<file path="src/rtl/bpm_monitor_mc.sv">
// Multi-channel beat counter with windowed BPM conversion, abnormal-window flag and sticky alarm.
// Optional BPM_MON_AVG_EN: BPM from the floor average of the current and previous window counts.
module bpm_monitor_mc #(
   parameter int CHANNELS      = 4,
   parameter int CNT_W         = 8,
   parameter int BPM_W         = 10,
   parameter int WINDOW_CYCLES = 1000,
   parameter int MULT          = 6,
   parameter int LOW_TH        = 10,
   parameter int HIGH_TH       = 17,
   parameter int ALARM_WINDOWS = 3
) (
   input  logic                      clk,
   input  logic                      reset,
   input  logic                      en,
   input  logic [CHANNELS-1:0]       pulse_in,
   input  logic [CHANNELS-1:0]       alarm_clr,
   output logic [CHANNELS*BPM_W-1:0] bpm,
   output logic                      bpm_valid,
   output logic [CHANNELS-1:0]       bpm_state,
   output logic [CHANNELS-1:0]       alarm
);

   localparam int WIN_W  = (WINDOW_CYCLES > 1) ? $clog2(WINDOW_CYCLES) : 1;
   localparam int PROD_W = CNT_W + $clog2(MULT + 1);
   localparam int RUN_W  = (ALARM_WINDOWS > 1) ? $clog2(ALARM_WINDOWS + 1) : 1;
   localparam logic [CNT_W-1:0] CNT_MAX = '1;
   localparam logic [BPM_W-1:0] BPM_MAX = '1;

   logic [WIN_W-1:0] win_q, win_d;
   logic             tc;
   logic             valid_q;

   assign tc        = en && (win_q == WIN_W'(WINDOW_CYCLES - 1));
   assign bpm_valid = valid_q;

   always_comb begin
      win_d = '0;
      if (en && !tc)
         win_d = win_q + 1'b1;
   end

   always_ff @(posedge clk or posedge reset) begin
      if (reset) begin
         win_q   <= '0;
         valid_q <= 1'b0;
      end else begin
         win_q   <= win_d;
         valid_q <= tc;
      end
   end

   for (genvar gi = 0; gi < CHANNELS; gi++) begin : g_ch
      logic              pulse_q;
      logic              beat;
      logic [CNT_W-1:0]  cnt_q, cnt_d;
      logic [RUN_W-1:0]  run_q, run_d, run_inc;
      logic              alarm_q, alarm_d;
      logic              state_q, state_d;
      logic [BPM_W-1:0]  bpm_q, bpm_d;
      logic [CNT_W-1:0]  src;
      logic [PROD_W-1:0] prod;
      logic              abnormal;
      logic              set;

      assign beat     = pulse_in[gi] & ~pulse_q;
      assign abnormal = (int'(cnt_q) < LOW_TH) || (int'(cnt_q) > HIGH_TH);
      assign run_inc  = (run_q == RUN_W'(ALARM_WINDOWS)) ? run_q : run_q + 1'b1;
      assign set      = tc && abnormal && (run_inc == RUN_W'(ALARM_WINDOWS));

`ifdef BPM_MON_AVG_EN
      logic [CNT_W-1:0] prev_q;
      logic [CNT_W:0]   sum;
      assign sum = {1'b0, cnt_q} + {1'b0, prev_q};
      assign src = sum[CNT_W:1];

      always_ff @(posedge clk or posedge reset) begin
         if (reset)
            prev_q <= '0;
         else if (tc)
            prev_q <= cnt_q;
      end
`else
      assign src = cnt_q;
`endif

      assign prod = PROD_W'(src) * PROD_W'(MULT);

      always_comb begin
         cnt_d = cnt_q;
         if (!en)
            cnt_d = '0;
         else if (tc)
            cnt_d = CNT_W'(beat);   // a beat on the terminal cycle opens the next window
         else if (beat && (cnt_q != CNT_MAX))
            cnt_d = cnt_q + 1'b1;
      end

      always_comb begin
         run_d = run_q;
         if (set)
            run_d = RUN_W'(ALARM_WINDOWS);
         else if (alarm_clr[gi])
            run_d = '0;
         else if (tc)
            run_d = abnormal ? run_inc : '0;
      end

      always_comb begin
         alarm_d = set | (alarm_q & ~alarm_clr[gi]);
         state_d = tc ? abnormal : state_q;
         bpm_d   = bpm_q;
         if (tc)
            bpm_d = ((prod >> BPM_W) != '0) ? BPM_MAX : BPM_W'(prod);
      end

      always_ff @(posedge clk or posedge reset) begin
         if (reset) begin
            pulse_q <= 1'b0;
            cnt_q   <= '0;
            run_q   <= '0;
            alarm_q <= 1'b0;
            state_q <= 1'b0;
            bpm_q   <= '0;
         end else begin
            pulse_q <= pulse_in[gi];
            cnt_q   <= cnt_d;
            run_q   <= run_d;
            alarm_q <= alarm_d;
            state_q <= state_d;
            bpm_q   <= bpm_d;
         end
      end

      assign bpm[gi*BPM_W +: BPM_W] = bpm_q;
      assign bpm_state[gi]          = state_q;
      assign alarm[gi]              = alarm_q;
   end

endmodule

</file>
<file path="config.mk">
export PLATFORM = sky130hd
export DESIGN_NAME = bpm_monitor_mc
export DESIGN_NICKNAME = d
export VERILOG_FILES = /design/src/rtl/bpm_monitor_mc.sv
export SDC_FILE = /design/constraint.sdc
export NUM_CORES = 1
export LEC_CHECK = 0
export CAP_MARGIN = 20
export CORE_MARGIN = 5
export CORE_UTILIZATION = 40
export CTS_BUF_LIST = sky130_fd_sc_hd__clkbuf_16
export CTS_CLUSTER_DIAMETER = 100
export CTS_CLUSTER_SIZE = 20
export DETAILED_ROUTE_END_ITERATION = 16
export DONT_BUFFER_PORTS = 1
export PLACE_DENSITY = 0.61
export SYNTH_ARGS = -nofsm -noshare
export SYNTH_HDL_FRONTEND = slang
export SYNTH_SLANG_ARGS = --single-unit
</file>
<file path="constraint.sdc">
create_clock -name clk -period 8.77 [get_ports clk]
set_clock_uncertainty 0.15 [all_clocks]
set_input_delay 2.1925 -clock clk [delete_from_list [all_inputs] [get_ports clk]]
set_output_delay 2.1925 -clock clk [all_outputs]
set_load 0.05 [all_outputs]
</file>
==> impl_metrics.xml <==
<?xml version="1.0" encoding="UTF-8"?>
<metrics>
  <group name="global_route">
    <metric name="number_of_global_route_vias_before_repair" unit="">4654</metric>
    <metric name="grt_util_all_layers" unit="">0.1588</metric>
    <metric name="antenna_violations_before_repair" unit="">0</metric>
    <metric name="grt_pass1_wl" unit="um">23200</metric>
    <metric name="grt_max_degree" unit="">59</metric>
    <metric name="overflow" unit="">0</metric>
  </group>
  <group name="critical_path">
    <metric name="critical_path.max_fanout" unit="">16</metric>
    <metric name="worst_setup_path_end_kind" unit="">flop</metric>
    <metric name="worst-path-buf-inv" unit="">1</metric>
    <metric name="timing.critical_path.cells" unit="">inv_2 -&gt; or4_1 -&gt; or3_1 -&gt; o21ai_1 -&gt; a21o_1</metric>
    <metric name="r2r_cells" unit="">7</metric>
    <metric name="critical_path_depth" unit="">5</metric>
    <metric name="reg2reg_to" unit="">g_ch[2].run_q[1]</metric>
    <metric name="cp-start-kind" unit="">primary input</metric>
    <metric name="timing.reg2reg.setup_slack" unit="ps">5630</metric>
    <metric name="critPathSlowestCell" unit="">or4_1</metric>
    <metric name="critical-path-max-stage-delay" unit="ps">820</metric>
    <metric name="critical_path_arrival" unit="ps">3750</metric>
    <metric name="worst-setup-path-type" unit="">in2reg</metric>
    <metric name="critical-path-top-delay-family" unit="">simple AND/OR/NAND/NOR gates</metric>
    <metric name="rr_startpoint" unit="">win_q[0]</metric>
    <metric name="startpoint" unit="">en</metric>
    <metric name="crit_end" unit="">g_ch[2].run_q[0]</metric>
    <metric name="cp.required" unit="ps">8920</metric>
  </group>
  <group name="sta">
    <metric name="period_minus_slack" unit="ps">3604</metric>
    <metric name="final_critical_path_share_of_the_clock_period" unit="">0.4109</metric>
    <metric name="fin_tns_setup" unit="ps">0</metric>
    <metric name="final-hold-violation-count" unit="">0</metric>
    <metric name="finalHoldWorstSlack" unit="ps">352.4</metric>
    <metric name="drv_slew" unit="">0</metric>
    <metric name="timing.max_slew.rel_slack" unit="">0.4650</metric>
    <metric name="fmaxAchievable" unit="MHz">277.5</metric>
    <metric name="final-setup-viol-count" unit="">0</metric>
    <metric name="worst_slew_pin_slew" unit="ps">792.0</metric>
    <metric name="rsz0062_at_grt" unit="">no</metric>
  </group>
  <group name="detailed_routing">
    <metric name="drcViolationCount" unit="">0</metric>
    <metric name="routed_wire_length_per_instance" unit="um">15.84</metric>
    <metric name="detailedRoute.firstIterationViolations" unit="">210</metric>
    <metric name="route.vias.total" unit="">4510</metric>
    <metric name="total_iterations_of_the_first_detailed_routing_run" unit="">5</metric>
    <metric name="vias_per_cell" unit="">5.166</metric>
    <metric name="wirelength" unit="um">13830</metric>
    <metric name="drtAntennaViolNets" unit="">0</metric>
  </group>
  <group name="clock_network">
    <metric name="clock-sinks" unit="">103</metric>
    <metric name="post_cts_resize_count" unit="">0</metric>
    <metric name="clock_insertion_delay_worst_skew" unit="ps">350</metric>
    <metric name="ctsHoldBuffers" unit="">0</metric>
    <metric name="root_buffer" unit="">clkbuf_16</metric>
    <metric name="worst_setup_hold_path_clk_slew" unit="ps">70</metric>
    <metric name="ctsHtreeMaxLevel" unit="">3</metric>
    <metric name="clockBufferDepth" unit="">2</metric>
    <metric name="post_cts_repair_setup_buffers" unit="">0</metric>
    <metric name="number_of_buffers_created_by_cts" unit="">9</metric>
    <metric name="cts_tree" unit="">yes</metric>
  </group>
  <group name="synthesis">
    <metric name="synthArstFlopShare" unit="">1.000</metric>
    <metric name="synth.most_common_cell" unit="">nor2_1</metric>
    <metric name="synth_largest_type_area_fraction" unit="">0.4100</metric>
    <metric name="synth_area_leaders" unit="">dfrtp_1 41%, ha_1 15%, nor2_1 7.6%</metric>
    <metric name="synth-seq-cells" unit="">103</metric>
    <metric name="seq_total_area_yosys" unit="">0.4100</metric>
    <metric name="synth_nets" unit="">758</metric>
    <metric name="ys_top_cells_by_count" unit="">127 x nor2_1, 103 x dfrtp_1, 74 x ha_1</metric>
    <metric name="synth_cell_types" unit="">46</metric>
    <metric name="synth_largest_area_cell" unit="">dfrtp_1</metric>
    <metric name="syn-instance-count" unit="">669</metric>
    <metric name="synth_edf_count" unit="">0</metric>
    <metric name="yosys_warnings" unit="">0</metric>
    <metric name="synth_area" unit="um^2">6287</metric>
    <metric name="synth_flop_cell" unit="">dfrtp_1</metric>
    <metric name="syn-mean-instance-area" unit="um^2">9.398</metric>
  </group>
  <group name="finish">
    <metric name="final_util" unit="">0.4395</metric>
    <metric name="fillCellCount" unit="">1486</metric>
    <metric name="final_net_count" unit="">747</metric>
    <metric name="stdcell_count" unit="">873</metric>
    <metric name="insertedDiodeCount" unit="">0</metric>
    <metric name="syn_to_final_growth" unit="%">7.065</metric>
    <metric name="drive_gt1_frac" unit="">0.04532</metric>
  </group>
  <group name="power_and_ir_drop">
    <metric name="power-per-cell-area" unit="nW/um^2">144.1</metric>
    <metric name="clock_power_share" unit="">0.407</metric>
    <metric name="pwr-share-comb" unit="">0.047</metric>
    <metric name="p_sw_frac" unit="">0.2588</metric>
    <metric name="ir_worst_vdd" unit="mV">0.09762</metric>
    <metric name="cellLeakagePower" unit="uW">0.003270</metric>
    <metric name="internal_power" unit="uW">719.2</metric>
    <metric name="p_sw" unit="uW">251.1</metric>
    <metric name="power.share.sequential" unit="">0.546</metric>
  </group>
  <group name="run_status">
    <metric name="outcome" unit="">finished, final reports clean</metric>
  </group>
  <group name="die">
    <metric name="design.core.area" unit="um^2">15310</metric>
    <metric name="fp.dieH" unit="um">135.4</metric>
    <metric name="floorplan.initialDensity" unit="">0.4105</metric>
    <metric name="die_area" unit="um^2">18330</metric>
    <metric name="chipWidth" unit="um">135.4</metric>
    <metric name="floorplan.rows" unit="">45</metric>
    <metric name="floorplan.io_pins" unit="">60</metric>
  </group>
  <group name="worst_hold_path">
    <metric name="whs_path_depth" unit="">1</metric>
    <metric name="hold_path_class" unit="">reg2reg</metric>
  </group>
  <group name="place">
    <metric name="detailed_placement_wirelength_estimate" unit="um">10080</metric>
    <metric name="routabilityCongestion" unit="">0.8820</metric>
    <metric name="numPortBuffers" unit="">0</metric>
    <metric name="dp.cells" unit="">858</metric>
  </group>
  <group name="job">
    <metric name="timing.max_cap.violations" unit="">0</metric>
  </group>
</metrics>
## cells in the final DEF, fill, tap and decap left out, types with 17 or more instances in the layout
cell type | Yosys | final
dfrtp_1 | 103 | 103
o21ai_0 | 17 | 17
nor2_1 | 127 | 127
nor3_1 | 22 | 22
xnor2_1 | 40 | 40
ha_1 | 74 | 74
nand2_1 | 34 | 34
a21oi_1 | 17 | 17
inv_1 | 45 | 45
## power by group through the flow
stage / sequential (uW) / clock, uW / combinational [uW]
6_report: 530 / 395 / 45.3
5_1_grt: 531 / 425 / 53.1
4_1_cts: 530 / 401 / 46.8
3_5_place_dp: 539 / 0 / 46.6
3_3_place_gp: 539 / 0 / 45.5
2_1_floorplan: 535 / 0 / 35.2
## cells by family after synthesis
logic type	count (synthesis)	share of synthesized area
xor gates and xnor gates	54	0.07522
adders and majority gates	78	0.1600
muxes	9	0.01433
buffers and inverters	72	0.04876
DFF	103	0.4099
and+or+nand+nor	247	0.1773
AOI/OAI and AO/OA	106	0.1144
## sequential cells by signal (all words and copies together), names as in the netlist
signal and flops:
g_ch.bpm_q 40, g_ch.cnt_q 32, win_q 10, g_ch.run_q 8
g_ch.alarm_q 4, g_ch.pulse_q 4, g_ch.state_q 4, bpm_valid 1
## metrics by stage
stage / total power (uW) / area, um^2 / setup slack, ps
2_1_floorplan: 570.1 / 6287 / 3724
3_3_place_gp: 584.3 / 6452 / 4885
3_5_place_dp: 586.0 / 6452 / 4809
4_1_cts: 977.7 / 6731 / 5188
5_1_grt: 1009 / 6731 / 5109
6_report: 970.3 / 6731 / 5166
## worst reg2reg max path, delay by kind of cell (launching register included)
family                   cells  cell delay, ps
buffers and inverters        1             460
flip-flops                   1             400
multiplexers                 1             270
AND/OR/NAND/NOR              3            1430
AO/OA/AOI/OAI                1             150
adder cells (fa/ha/maj)      1             220
## area by class of cell
cell class / count / area, um^2 / area share
clock buffer: 9 / 225.2 / 0.03346
inverter: 47 / 178.9 / 0.02658
clock inverter: 6 / 53.80 / 0.007993
timing repair buffer: 3 / 22.52 / 0.003346
multi-input combinational: 494 / 3410 / 0.5065
tap: 211 / 264.0 / 0.03922
sequential: 103 / 2577 / 0.3829
## worst min-delay path by stage
stage / start / slack (ps) / end
after floorplan: g_ch[1].state_q / 300 / g_ch[1].state_q
after global placement: win_q[0] / 340 / win_q[0]
after detailed placement: win_q[0] / 340 / win_q[0]
after CTS: win_q[0] / 360 / win_q[0]
after global routing: win_q[0] / 370 / win_q[0]
final: win_q[0] / 350 / win_q[0]
## layer usage
layer,GRT usage,share of wire,vias up
met1,0.2014,0.46,2159
met2,0.2517,0.46,84
met5,0,0,-
met4,0.06607,0.027,0
li1,-,-,2242
met3,0.04941,0.062,25
Note: power is estimated with default switching activity, not from simulation.
